File: config.mk
export PLATFORM = sky130hd
export DESIGN_NAME = uart_rx_sampler
export DESIGN_NICKNAME = d
export VERILOG_FILES = /design/src/rtl/uart_rx_sampler.sv
export SDC_FILE = /design/constraint.sdc
export NUM_CORES = 1
export LEC_CHECK = 0
export BUFFER_PORTS_ARGS = -buffer_cell sky130_fd_sc_hd__buf_2
export CAP_MARGIN = 20
export CORE_MARGIN = 1.5
export CORE_UTILIZATION = 35
export CTS_BUF_LIST = sky130_fd_sc_hd__clkbuf_16
export DETAILED_ROUTE_END_ITERATION = 10
export PLACE_DENSITY = 0.51
export RECOVER_POWER = 100
export SLEW_MARGIN = 20
export SYNTH_ARGS = -nofsm -noshare
export SYNTH_HDL_FRONTEND = slang
export SYNTH_SLANG_ARGS = --single-unit
File: constraint.sdc
create_clock -name clock -period 2.6 [get_ports clock]
set_input_delay 0.13 -clock clock [delete_from_list [all_inputs] [get_ports clock]]
set_output_delay 0.13 -clock clock [all_outputs]
set_load 0.05 [all_outputs]
File: src/rtl/uart_rx_sampler.sv
// 16x-oversampled UART receiver: 8N1 by default.
// Define UART_RX_PARITY_EN to add an even-parity bit after the data bits (8E1).
module uart_rx_sampler #(
    parameter int DBIT    = 8,
    parameter int SB_TICK = 16,
    parameter int OVS     = 16
) (
    input  logic            clock,
    input  logic            reset,
    input  logic            s_tick,
    input  logic            rx,
    output logic [DBIT-1:0] dout,
    output logic            rx_done_tick,
    output logic            frame_err,
    output logic            parity_err
);

    typedef enum logic [2:0] {
        IDLE,
        START,
        DATA,
`ifdef UART_RX_PARITY_EN
        PARITY,
`endif
        STOP
    } state_t;

    localparam int SW = $clog2(OVS);
    localparam int NW = (DBIT > 1) ? $clog2(DBIT) : 1;

    localparam logic [SW-1:0] S_MID  = SW'(OVS / 2 - 1);
    localparam logic [SW-1:0] S_LAST = SW'(OVS - 1);
    localparam logic [SW-1:0] S_STOP = SW'(SB_TICK - 1);
    localparam logic [NW-1:0] N_LAST = NW'(DBIT - 1);

    state_t          state, state_next;
    logic [SW-1:0]   s, s_next;
    logic [NW-1:0]   n, n_next;
    logic [DBIT-1:0] b, b_next;
    logic [DBIT-1:0] dout_next;
    logic            done_next;
    logic            ferr_next;
    logic            rx_meta, rx_s;

`ifdef UART_RX_PARITY_EN
    logic            p, p_next;
    logic            perr_reg, perr_next;
`endif

    // Stages reset high so a reset release never looks like a start edge.
    always_ff @(posedge clock or negedge reset) begin
        if (!reset) begin
            rx_meta <= 1'b1;
            rx_s    <= 1'b1;
        end else begin
            rx_meta <= rx;
            rx_s    <= rx_meta;
        end
    end

    always_ff @(posedge clock or negedge reset) begin
        if (!reset) begin
            state        <= IDLE;
            s            <= '0;
            n            <= '0;
            b            <= '0;
            dout         <= '0;
            rx_done_tick <= 1'b0;
            frame_err    <= 1'b0;
`ifdef UART_RX_PARITY_EN
            p            <= 1'b0;
            perr_reg     <= 1'b0;
`endif
        end else begin
            state        <= state_next;
            s            <= s_next;
            n            <= n_next;
            b            <= b_next;
            dout         <= dout_next;
            rx_done_tick <= done_next;
            frame_err    <= ferr_next;
`ifdef UART_RX_PARITY_EN
            p            <= p_next;
            perr_reg     <= perr_next;
`endif
        end
    end

    // Result registers are loaded only at the final stop tick, so they hold between frames.
    always_comb begin
        state_next = state;
        s_next     = s;
        n_next     = n;
        b_next     = b;
        dout_next  = dout;
        done_next  = 1'b0;
        ferr_next  = frame_err;
`ifdef UART_RX_PARITY_EN
        p_next     = p;
        perr_next  = perr_reg;
`endif

        case (state)
            IDLE: begin
                if (!rx_s) begin
                    state_next = START;
                    s_next     = '0;
                end
            end

            START: begin
                if (s_tick) begin
                    if (s == S_MID) begin
                        if (!rx_s) begin
                            state_next = DATA;
                            s_next     = '0;
                            n_next     = '0;
`ifdef UART_RX_PARITY_EN
                            p_next     = 1'b0;
`endif
                        end else begin
                            state_next = IDLE;
                        end
                    end else begin
                        s_next = s + SW'(1);
                    end
                end
            end

            DATA: begin
                if (s_tick) begin
                    if (s == S_LAST) begin
                        s_next = '0;
                        b_next = {rx_s, b[DBIT-1:1]};
`ifdef UART_RX_PARITY_EN
                        p_next = p ^ rx_s;
`endif
                        if (n == N_LAST) begin
`ifdef UART_RX_PARITY_EN
                            state_next = PARITY;
`else
                            state_next = STOP;
`endif
                        end else begin
                            n_next = n + NW'(1);
                        end
                    end else begin
                        s_next = s + SW'(1);
                    end
                end
            end

`ifdef UART_RX_PARITY_EN
            // Folding the parity bit into the accumulator leaves 1 exactly on a mismatch.
            PARITY: begin
                if (s_tick) begin
                    if (s == S_LAST) begin
                        p_next     = p ^ rx_s;
                        s_next     = '0;
                        state_next = STOP;
                    end else begin
                        s_next = s + SW'(1);
                    end
                end
            end
`endif

            STOP: begin
                if (s_tick) begin
                    if (s == S_STOP) begin
                        dout_next  = b;
                        ferr_next  = ~rx_s;
                        done_next  = 1'b1;
                        state_next = IDLE;
`ifdef UART_RX_PARITY_EN
                        perr_next  = p;
`endif
                    end else begin
                        s_next = s + SW'(1);
                    end
                end
            end

            default: begin
                state_next = IDLE;
            end
        endcase
    end

`ifdef UART_RX_PARITY_EN
    assign parity_err = perr_reg;
`else
    assign parity_err = 1'b0;
`endif

endmodule

# After elaboration in Yosys (flattened, before gate mapping)

Cells that the tools add are included.

Register bits after elaboration: 30
Input bits: 4
Output and inout port bits: 11
Logic and storage cells: 65

Add/sub/neg operators: 2
Eq/ne operators: 17
Multiplexer cells: 28
Bitwise gates (word level): 1
Reduce and logical (&&, ||, !) cells: 8

Operator list:

| kind                | number |
|---|---|
| $mux 3              | 14 |
| $mux 4              | 7 |
| $ne 2x2->1 const B  | 11 |
| $pmux 4 s4          | 1 |
| $pmux 3 s4          | 1 |
| $reduce_and 8->1    | 1 |
| $reduce_and 7->1    | 1 |
| $eq 3x2->1 const B  | 2 |
| $pmux 3 s2          | 1 |
| $reduce_and 3->1    | 2 |
| $reduce_and 5->1    | 1 |
| $add 4x1->4 const B | 1 |
| $eq 4x3->1 const B  | 1 |
| $eq 4x4->1 const B  | 1 |
| $reduce_bool 4->1   | 1 |
| $add 3x1->3 const B | 1 |
| $eq 3x1->1 const B  | 1 |
| $eq 3x3->1 const B  | 1 |
| $logic_not 3->1     | 1 |
| $mux 1              | 3 |
| $mux 2              | 1 |
| $reduce_bool 2->1   | 1 |
| $not 1->1           | 1 |

# Logic depth before layout (Yosys ltp)

Depth in word-level cells: 5
Gate-level depth with buffers: 7
Gate-level depth less buffers: 6

# Least setup slack after synthesis

OpenSTA, ideal clock, no wires.

Path type: register to register
From: register state[1]
To: register n[0]
Library setup time: 0.125 ns
Arrival time: 1.578 ns
Path slack: 0.897 ns
Stages on the path, launching flop included: 8
Cells stage by stage: dfrtp_1 inv_1 ha_1 buf_4 nor2b_1 mux2_2 nand3_2 mux2_4

Longest elaborated chain between the ends: 3
Elaborated cells on any way between the ends: 11

Ends and longest elaborated chain:

| element                                                          | RTL line | source |
|---|---|---|
| start: declaration                                               | 36       | `state_t state, state_next;` |
| start signal: assignment                                         | 75       | `state <= state_next;` |
| $eq 3x2->1 or $eq 3x1->1 (tied branches)                         | 103      | `case (state)` |
| $ne 2x2->1 (no source line) or $reduce_bool 2->1 (tied branches) | n/a      |  |
| $reduce_and 7->1 (no source line)                                | n/a      |  |
| end signal: assignment                                           | 77       | `n <= n_next;` |
| end: declaration                                                 | 38       | `logic [NW-1:0] n, n_next;` |

Several ways; a longest one is shown, not always the timed one.
A chain may end at the register's enable or synchronous reset.

# Worst setup path in the final report

Same ends and word-level chain as after synthesis.

==> impl_metrics.toml <==
[status]
status = "finished with violations"
violations = "max-capacitance violations, max-slew violations"

[power]
p_leak_nw = 0.839
internal_power_mw = 1.11
pwr-share-comb = 0.251
cellPowerDensity_nw_per_um2 = 944
power_mw = 1.57
p_sw_frac = 0.295
pwr-share-clk = 0.400
ir_worst_vdd_mv = 0.427
seq_power_share = 0.349
switchingPower_uw = 463

[critical_path]
cpMaxStageDelayCell = "dfrtp_1"
r2r-end = "n[0]"
max_stage_delay_ps = 410
cp-end-kind = "register"
r2r_start = "state[1]"
r2r_slack_ps = 610
rr_worst_depth = 6
cp-start-kind = "register"
worstPathArrival_ps = 2140
worst-setup-path-type = "reg -> reg"
startpoint = "state[1]"
path_cells = "inv_1, ha_1, nor2b_1, mux2_2, nand3_1, mux2_1"
crit_fanout = 9
worstPathRequired_ps = 2750

[sta]
max-slew-margin-rel = -0.0321
max_freq_mhz = 504
final-setup-viol-count = 0
finalHoldViolations = 0
fin_crit_sh = 0.764
fin_crit_ps = 1990
skew_ps = 6.58
worst_slew_pin_slew_ps = 1550
fin_setup_tns_ps = 0
drv_slew = 30
whs_ps = 326
rsz0062_at_grt = "false"

[clock_network]
postCtsSetupBuffers = 0
ctsResizeCount = 0
cts_buffers = 5
insertion_delay_ps = 270
cts.sinks = 29
cts_hold_buf = 2
cts_htree_levels = 2
cts_buffer_depth = 2
cts.clk_slew.worst_paths_ps = 50
tritoncts = "yes"
cts-root-buf = "clkbuf_16"

[place]
dp_hpwl_um = 1710
port_buffers = 13
place_inst = 176
gp_congestion = 0.764

[layout]
seqCellArea_um2 = 728
stdcell_count = 186
multi_input_area_um2 = 616
final_util = 0.413
drive_gt1_frac = 0.103
diodes = 0
nFillCells = 417
area_delta_synth_final_pct = 12.8
nets = 147

[logic_synthesis]
yosys_warnings = 0
yosysMostFrequentCell = "dfrtp_1"
synthesis.instances = 119
ys.flop_type = "dfrtp_1"
syn-cell-area_um2 = 1470
synth.distinct_cells = 39
synth_top_cells_by_count = "dfrtp_1 (27), nand2_1 (11), ha_1 (8), mux2_1 (8), mux2_4 (8)"
synth_top_area_cell = "dfrtp_1"
ys_seq_area_frac = 0.494
synth_edf_count = 0
synth_area_per_cell_um2 = 12.4
synth_area_leaders = "dfrtp_1 (46%), mux2_4 (8.1%), ha_1 (6.8%), mux2_1 (6.1%), dfstp_2 (3.6%)"
ys_ff_latch = 29
syn_nets = 131
synth_top_area_share = 0.458
synthArstFlopShare = 1.00

[floorplanning]
die_w_um = 67.9
die_h_um = 67.9
io_pins = 15
die_area_um2 = 4610
start_util = 0.366
row_count = 23
core_um2 = 4030

[grt]
grt_pass1_wl_um = 4200
grt_pass1_vias = 928
grt_max_degree = 30
grt.total_usage = 0.132
gr-total-overflow = 0
grt_antenna_before_repair = 0

[detailed_routing]
vias = 905
first_iter_violations = 55
wirelength_um = 2560
drc = 0
routedWlPerCell_um = 13.8
drt_pass1_iterations = 4
via_per_inst = 4.87
postRouteAntennaNets = 0

[worst_hold_path]
min_to = "n[2]"
whs_path_depth = 3
min_from = "s_tick"
hold_class = "in -> reg"

[run]
maxCapViolations = 1
[power by group through the flow]
stage	clock network [mW]	logic (mW)	registers (mW)
3_3_place_gp	0	0.396	0.547
3_5_place_dp	0	0.408	0.553
2_1_floorplan	0	0.365	0.539
5_1_grt	0.669	0.441	0.556
6_report	0.628	0.394	0.547
4_1_cts	0.649	0.412	0.546
[per-stage QoR]
stage	area [um2]	worst slack, ps
CTS	1730	642
floorplan	1470	897
detailed placement	1550	634
global placement	1550	739
global route	1660	499
finish	1660	615
[worst max path at each step]
| stage | to | slack, ps | cells past startpoint |
|---|---|---|---|
| 6_report | n[0] | 610 | 6 |
| 2_1_floorplan | n[0] | 900 | 7 |
| 5_1_grt | b[3] | 500 | 4 |
| 4_1_cts | n[0] | 640 | 5 |
| 3_3_place_gp | n[0] | 740 | 5 |
| 3_5_place_dp | n[0] | 630 | 5 |
[final cells by class]
class,count,area share
clock inverters,3,0.0226
well taps,50,0.0376
inverters,6,0.0135
multi-input cells,78,0.370
flip-flops and latches,29,0.438
repair buffers,15,0.0429
clock buffers,5,0.0752
[layout by cell type, fill, tap and decap left out, drive strengths merged, types with 2 or more instances in the layout]
cell / instances
dfrtp: 27
mux2: 18
clkbuf: 16
nand2: 11
ha: 8
inv: 7
nand3: 5
nor2b: 4
o21ai: 4
mux2i: 3
nor3: 2
nor2: 2
a21oi: 2
a22o: 2
nor3b: 2
dlygate4sd3: 2
buf: 2
dfstp: 2
[flip-flops by register name (all words and copies together) (netlist names)]
name,count
b,8
dout,8
frame_err,1
n,3
rx_done_tick,1
rx_meta,1
rx_s,1
s,4
state,2
[layer usage]
layer / vias up / routed length (um) / global-route usage
met5: - / 0 / 0
met4: 0 / 62 / 0.0875
met3: 4 / 131 / 0.0625
met2: 16 / 1170 / 0.200
met1: 438 / 1200 / 0.149
li1: 447 / - / -
[worst max-delay path, delay by kind of cell, from the launching register on]
| family | cells | cell delay [ps] |
|---|---|---|
| multiplexers | 2 | 550 |
| AND/OR/NAND/NOR | 2 | 430 |
| flip-flops | 1 | 410 |
| adder cells (fa/ha/maj) | 1 | 350 |
| buffers and inverters | 1 | 130 |
[cell families after synthesis]
group	share of synthesized area
AOI/OAI and AO/OA	0.0900
adders and majority gates	0.0679
buffers and inverters	0.0492
DFF	0.494
muxes	0.178
other	0.00254
and+or+nand+nor	0.118
Note: power is estimated with default switching activity, not from simulation.
